--- src/rtl/lm07_serial_responder.sv ---
// LM07 sensor-side serial responder: holds a saturated temperature word and
// shifts it out MSB first as a 16-bit frame while the master holds CS low.
module lm07_serial_responder #(
  parameter int SYNC_STAGES = 2,
  parameter int T_MAX       = 2400,
  parameter int T_MIN       = -880
) (
  input  logic        clk,
  input  logic        reset,
  input  logic [15:0] temp_in,
  input  logic        temp_valid,
  input  logic        cs_n,
  input  logic        sclk,
  output logic        sio_out,
  output logic        sio_oe,
  output logic        busy,
  output logic        frame_done,
  output logic        frame_abort
);

  localparam int unsigned FRAME_W = 16;
  localparam int unsigned HOLD_W  = 13;
  localparam int unsigned CNT_W   = 5;

  typedef enum logic [1:0] {IDLE, LOAD, SHIFT, DONE} state_t;

  state_t state_q, state_d;

  logic [SYNC_STAGES-1:0] cs_sync, sclk_sync;
  logic                   cs_prev, sclk_prev;
  logic                   cs_s, sclk_s;
  logic                   cs_fall, cs_rise, sclk_fall, sclk_rise;

  logic signed [15:0]     t_in_s, t_max_s, t_min_s;
  logic [HOLD_W-1:0]      sat_val, hold;

  logic [FRAME_W-1:0]     shift_q, shift_d;
  logic [CNT_W-1:0]       cnt_q, cnt_d;
  logic                   sio_out_d, sio_oe_d, busy_d, done_d, abort_d;

  // Resample the asynchronous master signals; flops idle high like the bus
  always_ff @(posedge clk) begin
    if (!reset) begin
      cs_sync   <= '1;
      sclk_sync <= '1;
      cs_prev   <= 1'b1;
      sclk_prev <= 1'b1;
    end else begin
      cs_sync   <= {cs_sync[SYNC_STAGES-2:0], cs_n};
      sclk_sync <= {sclk_sync[SYNC_STAGES-2:0], sclk};
      cs_prev   <= cs_sync[SYNC_STAGES-1];
      sclk_prev <= sclk_sync[SYNC_STAGES-1];
    end
  end

  assign cs_s      = cs_sync[SYNC_STAGES-1];
  assign sclk_s    = sclk_sync[SYNC_STAGES-1];
  assign cs_fall   = cs_prev & ~cs_s;
  assign cs_rise   = ~cs_prev & cs_s;
  assign sclk_fall = sclk_prev & ~sclk_s;
  assign sclk_rise = ~sclk_prev & sclk_s;

  // Clamp the incoming temperature to the reportable range (signed compare)
  assign t_in_s  = temp_in;
  assign t_max_s = 16'(T_MAX);
  assign t_min_s = 16'(T_MIN);
  always_comb begin
    sat_val = HOLD_W'(t_in_s);
    if (t_in_s > t_max_s)      sat_val = HOLD_W'(t_max_s);
    else if (t_in_s < t_min_s) sat_val = HOLD_W'(t_min_s);
  end

  // Holding register updates on every strobe regardless of frame activity
  always_ff @(posedge clk) begin
    if (!reset)          hold <= '0;
    else if (temp_valid) hold <= sat_val;
  end

  // State, shift register, bit counter and registered outputs
  always_ff @(posedge clk) begin
    if (!reset) begin
      state_q     <= IDLE;
      shift_q     <= '0;
      cnt_q       <= '0;
      sio_out     <= 1'b0;
      sio_oe      <= 1'b0;
      busy        <= 1'b0;
      frame_done  <= 1'b0;
      frame_abort <= 1'b0;
    end else begin
      state_q     <= state_d;
      shift_q     <= shift_d;
      cnt_q       <= cnt_d;
      sio_out     <= sio_out_d;
      sio_oe      <= sio_oe_d;
      busy        <= busy_d;
      frame_done  <= done_d;
      frame_abort <= abort_d;
    end
  end

  // Next-state and next-output logic; a CS release overrides any SCLK edge
  always_comb begin
    state_d   = state_q;
    shift_d   = shift_q;
    cnt_d     = cnt_q;
    sio_out_d = sio_out;
    sio_oe_d  = sio_oe;
    busy_d    = busy;
    done_d    = 1'b0;
    abort_d   = 1'b0;

    case (state_q)
      IDLE: begin
        sio_out_d = 1'b0;
        sio_oe_d  = 1'b0;
        busy_d    = 1'b0;
        if (cs_fall) state_d = LOAD;
      end
      LOAD: begin
        // The shift register doubles as the frame snapshot of hold
        shift_d   = {hold, 3'b111};
        cnt_d     = '0;
        sio_out_d = hold[HOLD_W-1];
        sio_oe_d  = 1'b1;
        busy_d    = 1'b1;
        state_d   = SHIFT;
      end
      SHIFT: begin
        sio_oe_d = 1'b1;
        busy_d   = 1'b1;
        if (sclk_rise) begin
          cnt_d = cnt_q + CNT_W'(1);
          if (cnt_q == CNT_W'(FRAME_W - 1)) begin
            done_d    = 1'b1;
            sio_out_d = 1'b0;
            state_d   = DONE;
          end
        end else if (sclk_fall && cnt_q != '0) begin
          shift_d   = shift_q << 1;
          sio_out_d = shift_q[FRAME_W-2];
        end
      end
      DONE: begin
        sio_out_d = 1'b0;
        sio_oe_d  = 1'b1;
        busy_d    = 1'b1;
      end
      default: state_d = IDLE;
    endcase

    if (state_q != IDLE && cs_rise) begin
      state_d   = IDLE;
      shift_d   = shift_q;
      cnt_d     = cnt_q;
      sio_out_d = 1'b0;
      sio_oe_d  = 1'b0;
      busy_d    = 1'b0;
      done_d    = 1'b0;
      abort_d   = (state_q != DONE);
    end
  end

endmodule

--- config.mk ---
export PLATFORM = sky130hd
export DESIGN_NAME = lm07_serial_responder
export DESIGN_NICKNAME = d
export VERILOG_FILES = /design/src/rtl/lm07_serial_responder.sv
export SDC_FILE = /design/constraint.sdc
export NUM_CORES = 1
export LEC_CHECK = 0
export ABC_CLOCK_PERIOD_IN_PS = 3150
export CORE_MARGIN = 1.5
export CORE_UTILIZATION = 59
export DETAILED_ROUTE_END_ITERATION = 7
export HOLD_SLACK_MARGIN = 0.02
export PLACE_DENSITY = 0.84
export SYNTH_ARGS = -nofsm -noshare
export SYNTH_HDL_FRONTEND = slang
export SYNTH_SLANG_ARGS = --single-unit
--- constraint.sdc ---
create_clock -name clk -period 3.15 [get_ports clk]
set_clock_uncertainty 0.1 [all_clocks]
set_input_delay 0.315 -clock clk [delete_from_list [all_inputs] [get_ports clk]]
set_output_delay 0.315 -clock clk [all_outputs]
set_load 0.005 [all_outputs]
# After elaboration in Yosys (flattened, before gate mapping)
# Index checks and enable logic that the tools add are counted.
[classes]
n_addsub = 1
n_lt_le_gt_ge = 2
eq_ne = 12
mux = 17
bitwise = 12
n_reduce_logical = 16
[ops]
columns = ["operator", "count"]
rows = [
  ["$mux 15", 2],
  ["$pmux 15 s2", 1],
  ["$mux 13", 2],
  ["$gt 16x13->1 const B", 1],
  ["$lt 16x11->1 const B", 1],
  ["$ne 2x2->1 const B", 6],
  ["$pmux 5 s2", 1],
  ["$not 1->1", 8],
  ["$reduce_and 4->1", 2],
  ["$mux 2", 3],
  ["$ne 3x3->1 const B", 2],
  ["$pmux 2 s3", 1],
  ["$add 5x1->5 const B", 1],
  ["$eq 5x4->1 const B", 1],
  ["$mux 5", 1],
  ["$reduce_bool 5->1", 1],
  ["$and 1x1->1", 4],
  ["$eq 2x2->1 const B", 2],
  ["$mux 1", 4],
  ["$reduce_and 2->1", 2],
  ["$reduce_bool 2->1", 2],
  ["$reduce_or 2->1", 2],
  ["$reduce_or 4->1", 1],
  ["$pmux 1 s3", 1],
  ["other kinds (7)", 8],
]
[word_totals]
ff_bits = 45
inputBits = 21

# Logic depth before layout (Yosys ltp)
# Gate-level depths: netlist of the first run.
[logic_depth]
depth_word = 6
depth_mapped = 7

# Least setup slack after synthesis of the first run
# Ideal clock, no wire load.
[synth_timing]
kind = "register to register"
from = "register state_q[0]"
to = "register shift_q[10]"
arrival_time_ns = 1.648
t_required_ns = 2.916
slack_ns = 1.268
stages_incl_launch_ff = 8
path_cell_list = "dfxtp_1 -> inv_1 -> ha_1 -> or3b_4 -> and2_0 -> buf_2 -> a21oi_1 -> a211oi_1"
[synth_between]
elab_chain_len = 4
[synth_lines]
columns = ["item", "line", "text"]
rows = [
  ["start, declared", "27", "state_t state_q, state_d;"],
  ["start signal, assigned", "91", "state_q <= state_d;"],
  ["parallel branches: the longest is 4 deep, another holds $reduce_and 4->1", "--", ""],
  ["end signal, assigned", "92", "shift_q <= shift_d;"],
  ["end, declared", "37", "logic [FRAME_W-1:0] shift_q, shift_d;"],
]
# Several ways; the timed one is not identified.
# A chain may end at the register's enable or synchronous reset.

# Final worst setup path of the first run
[layout_timing]
from = "register state_q[0]"
to = "register shift_q[9]"
# Same word-level chain as after synthesis.

==> results of run 1 <==
[report_power, final]
| group | switching [mW] | internal (mW) |
|---|---|---|
| logic | 0.313 | 0.238 |
| registers | 0.0698 | 0.680 |
| clock network | 0.190 | 0.258 |
[layout by cell type (no fill, tap or decap), types with 2 or more instances in the layout]
cell type,instances
buf_4,3
ha_1,9
nor2_1,13
nand3b_1,6
o41ai_1,5
a21oi_1,19
a41o_1,2
clkbuf_8,6
o21ai_0,8
o21ai_1,2
mux2i_1,14
dfxtp_1,45
inv_1,11
or4_1,2
nand2b_1,10
nor3_1,6
o21a_1,3
a211oi_1,15
a221oi_1,2
a31oi_1,5
nand3_1,9
o31ai_1,2
nand4_1,2
and4bb_2,2
nand2_1,6
and3_1,2
clkdlybuf4s50_1,25
o221a_2,2
[layout make-up]
type,instances,area (µm²),area share
tap,46,57.6,0.0224
timing repair buffer,28,273,0.106
clock buffer,6,82.6,0.0321
inverter,11,41.3,0.0161
multi-input combinational,163,1180,0.458
sequential,45,901,0.351
clock inverter,2,37.5,0.0146
[path summary, 6_finish.rpt]
kind                       end  slack (ns)  cells past startpoint
setup / recovery    shift_q[9]        0.94                      6
hold / removal    sclk_sync[1]        0.32                      1
setup reg to reg    shift_q[9]        0.94                      6
hold reg to reg   sclk_sync[1]        0.32                      1
[kinds of logic (layout without fill, tap and decap cells)]
kind of cell / after synthesis / in the layout / share of synthesized area
AO/OA/AOI/OAI: 71 / 71 / 0.228
adder cells (fa/ha/maj): 9 / 9 / 0.0516
buffers and inverters: 25 / 47 / 0.0476
flip-flops: 45 / 45 / 0.413
multiplexers: 14 / 14 / 0.0642
AND/OR/NAND/NOR: 69 / 69 / 0.196
[metal layers]
layer,routed length (µm),vias up,global-route usage
met1,2180,851,0.339
met2,2100,58,0.389
met3,243,2,0.0423
li1,-,910,-
met5,0,-,0
met4,22,0,0.0734
[stage by stage]
stage / hold slack [ns] / total power, mW / setup WS [ns]
after floorplan: 0.286 / 1.15 / 1.27
after global placement: 0.288 / 1.28 / 1.02
after detailed placement: 0.299 / 1.30 / 0.964
after CTS: 0.326 / 1.75 / 0.949
after global routing: 0.339 / 1.85 / 0.754
final: 0.321 / 1.75 / 0.941
[flip-flops by register name, indices dropped and copies added, names as in the netlist, 2 cells and up]
register	cells
shift_q	15
hold	13
cnt_q	5
cs_sync	2
sclk_sync	2
state_q	2
[critical path: stages, from the launching register on]
cell and delay [ns]:
dfxtp_1 0.42, inv_1 0.11, ha_1 0.25, or3b_4 0.43, and2_0 0.43, a21oi_1 0.25
a211oi_1 0.07
==> impl_metrics.ini, run 1 <==
[hold_path]
hold_class = flop to flop
min_from = sclk_sync[0]

[detailed_routing]
antenna_left = 0
drc = 0
post_drt_wl_per_cell_um = 15.1
drt_wl_total_um = 4550
viasPerCell = 6.05
drt_iter0_drc = 173
vias = 1821
dr.pass1.iters = 4

[synth]
synth_cell_type_count = 45
synth.cell_area_um2 = 2180
synth_area_per_cell_um2 = 9.37
synth-edff-count = 0
yosys-top-cells-area = dfxtp_1 (41%), mux2i_1 (6.4%), a211oi_1 (5.2%)
netlist.area_leader.share = 0.413
seq_area_frac_synth = 0.413
synthFlopType = dfxtp_1
yosys.area.top_type = dfxtp_1
async_flop_share = 0
ys_warn_count = 0
synth_commonest_cells = dfxtp_1 (45), a21oi_1 (19), a211oi_1 (15)
ys_seq_elements = 45
syn_nets = 263
synth_most_common_cell = dfxtp_1
synth_cells = 233

[sta]
post-route-min-period_ns = 2.21
rsz0062_at_grt = false
drv_slew = 0
finalCritPeriodShare = 0.701
max_freq_mhz = 453
worst_pin_slew_ns = 0.932
tns_ns = 0
setup_viol = 0
hold_viol = 0
relSlewSlack = 0.374

[critical_path]
start_kind = flop
endpoint_kind = flop
critical_path_class = flop to flop
crit_path_start = state_q[0]
worst-path-max-fanout = 14
cp.required_ns = 3.20
cp_data_arrival_time_ns = 2.26
reg2reg_from = state_q[0]

[clock_network]
clockRootBuffer = clkbuf_8
cts_tree = built
cts.sinks = 45
cts_setup_buffers = 0
htreeDepth = 2
hold_buffers = 0
post_cts_resized = 0
clk_pin_slew_ns = 0.08
clock_path_buffers = 2
clkLatencyLatePin_ns = 0.29
cts_buffers = 5

[global_routing]
grt_pass1_vias = 1717
grt_max_degree = 28
overflow = 0
grt_usage = 0.244
antenna_found_initial = 0
grt_pass1_wl_um = 7920

[floorplan]
chipWidth_um = 63.8
dieArea_um2 = 4070
die_h_um = 63.8
core-area_um2 = 3440
rows = 21
start_util = 0.634
io_pins = 26

[power_and_ir_drop]
p_per_area_nw_per_um2 = 681
leakage_nw = 0.900
ir_drop_v = 0.000440

[cells_and_area]
utilization = 0.747
instances_no_fill = 301
drive_gt1_frac = 0.0863
n_antenna_cell = 0
fill_cells = 263
fin_area_um2 = 2570
syn_to_final_growth_pct = 17.8
nets = 284

[place]
dp_hpwl_um = 3120
dpl.cell_count = 293
placed_area_um2 = 2450
portBuffers = 25
gp_congestion = 0.868

[run_status]
status = completed

[run]
drv_cap = 0
No activity file was read; power rests on OpenSTA's default activity.
==> run 2: changes to the inputs <==
ABC_CLOCK_PERIOD_IN_PS = 1800   (was 3150)
CORE_UTILIZATION = 50   (was 59)
PLACE_DENSITY = 0.76   (was 0.84)
clock period = 1.8 ns   (was 3.15 ns; I/O delays follow)
==> run 2 against run 1 <==
Global-route usage fell by 1.2 points; wire length up 17%; cell count up 14%; largest cell class unchanged; clock-buffer cell count is 1 lower; setup slack lost 0.94 ns; sequential cell count stayed put; utilization grew 0.26 points; via count rose by 9.0%; die area increased by 17%.
==> impl_metrics.ini, run 2 (synthesis gave the netlist of run 1 again) <==
[run_status]
status = completed

[power_and_ir_drop]
p_per_area_nw_per_um2 = 1160
seq_power_share = 0.374
ir_drop_v = 0.000518
leakage_nw = 1.12
combPwrFrac = 0.445
p_sw_mw = 1.28
p_total_mw = 3.55
sw_frac_of_total = 0.361
p_clk_frac = 0.182
p_int_mw = 2.27

[critical_path]
cp.required_ns = 1.89
cp_slowest_cell = or4_4
cp_num_buf_inv = 2
cp_data_arrival_time_ns = 1.89
max_stage_delay_ns = 0.54
critPathTopFamily = simple AND/OR/NAND/NOR gates
crit_chain = buf_4 -> ha_2 -> inv_2 -> or4_4 -> o221a_2
worst-path-max-fanout = 6
endpoint_kind = flop
start_kind = flop
critical_path_class = flop to flop

[clock_network]
htreeDepth = 2
clock_path_buffers = 2
clk_pin_slew_ns = 0.10
cts_buffers = 5
clockRootBuffer = clkbuf_8
cts.sinks = 45
cts_tree = built
clkLatencyLatePin_ns = 0.31

[cells_and_area]
nets = 322
fin_area_um2 = 3060
drive_gt1_frac = 0.334
syn_to_final_growth_pct = 40.3
fill_cells = 285
top_register = shift_q
final_cell_mix = dfxtp_1 (41), buf_4 (38), clkdlybuf4s50_1 (25)
utilization = 0.749
multiInputGateArea_um2 = 1370
final_common_cell = dfxtp_1
n_antenna_cell = 0
largest_reg_flops = 15
seqCellArea_um2 = 911
reg.largest.list = shift_q: 15 flops, hold: 13 flops, cnt_q: 5 flops

[sta]
drv_slew = 0
hold_viol = 0
setup_viol = 0
post-route-min-period_ns = 1.80
max_freq_mhz = 557
worst_pin_slew_ns = 0.823
rsz0062_at_grt = true
relSlewSlack = 0.451
finalCritPeriodShare = 0.998

[floorplan]
dieArea_um2 = 4770
die_h_um = 69.1
start_util = 0.534
rows = 23
core-area_um2 = 4090
chipWidth_um = 69.1
io_pins = 26

[global_routing]
antenna_found_initial = 0
grt_usage = 0.232
grt_pass1_vias = 2045
grt_pass1_wl_um = 9180
overflow = 0
grt_max_degree = 25

[hold_path]
hold_class = flop to flop

[place]
placed_area_um2 = 2730
gp_congestion = 0.894
dp_hpwl_um = 3750
portBuffers = 25

[detailed_routing]
dr.pass1.iters = 4
drc = 0
antenna_left = 0
vias = 1984
post_drt_wl_per_cell_um = 15.6
viasPerCell = 5.78
drt_wl_total_um = 5340
drt_iter0_drc = 130

[run]
drv_cap = 0
## run 2: changes by cell type in the layout (fill, tap and decap cells not counted), sizes merged
cell	previous run	this run
bufinv	1	0
clkbuf	6	5
clkinv	0	1
buf	3	41
inv	11	12
## run 2: power by group through the flow
| stage | clock network [mW] | registers [mW] | logic, mW |
|---|---|---|---|
| CTS | 0.650 | 1.30 | 1.30 |
| detailed placement | 0 | 1.32 | 1.25 |
| floorplan | 0 | 1.30 | 0.751 |
| global route | 0.695 | 1.35 | 1.71 |
| global placement | 0 | 1.31 | 1.21 |
| finish | 0.645 | 1.33 | 1.58 |
## run 2: worst reg2reg max path, delay by kind of cell, from the launching register on
kind,cells,cell delay [ns]
AO/OA/AOI/OAI,1,0.26
adder cells (fa/ha/maj),1,0.25
buffers and inverters,2,0.19
flip-flops,1,0.36
AND/OR/NAND/NOR,1,0.54
## run 2: cell type report
| class | instances | share of cell area |
|---|---|---|
| Clock buffer | 5 | 0.0225 |
| Multi-Input combinational cell | 163 | 0.447 |
| Tap cell | 50 | 0.0204 |
| Inverter | 11 | 0.0143 |
| Sequential cell | 45 | 0.298 |
| Clock inverter | 3 | 0.00695 |
| Timing Repair Buffer | 66 | 0.192 |
## run 2: final timing paths
check                             startpoint      endpoint  slack [ns]  cells past startpoint
worst max-delay path              state_q[1]    shift_q[1]       0.004                      5
worst min-delay path            sclk_sync[0]  sclk_sync[1]        0.31                      1
worst max register to register    state_q[1]    shift_q[1]       0.004                      5
worst min register to register  sclk_sync[0]  sclk_sync[1]        0.31                      1
## run 2: metal layers
metal | global-route usage | vias up | wire (µm)
met5 | 0 | - | 0
met4 | 0.0937 | 0 | 36
met3 | 0.0526 | 4 | 140
met2 | 0.409 | 37 | 2800
met1 | 0.269 | 940 | 2370
li1 | - | 1003 | -
## run 2: timing repair
action	4_1_cts	5_1_grt
hold buffers	0	0
endpoints found under the setup margin	18	20
pin swaps	6	6
resized for setup	18	27
buffers inserted	3	4
## run 2: stage by stage
stage	instances	TNS [ns]	setup slack (ns)	hold slack, ns
finish	343	0	0.00379	0.310
global route	343	-0.599	-0.120	0.336
CTS	339	-0.0214	-0.0214	0.313
detailed placement	328	-2.73	-0.175	0.295
global placement	328	-2.00	-0.156	0.295
floorplan	233	-0.165	-0.0185	0.181
==> run 3: changes to the inputs <==
CAP_MARGIN = 5   (was unset)
==> results of run 3 <==
No change in the layout: final DEF, timing and power equal those of run 2.
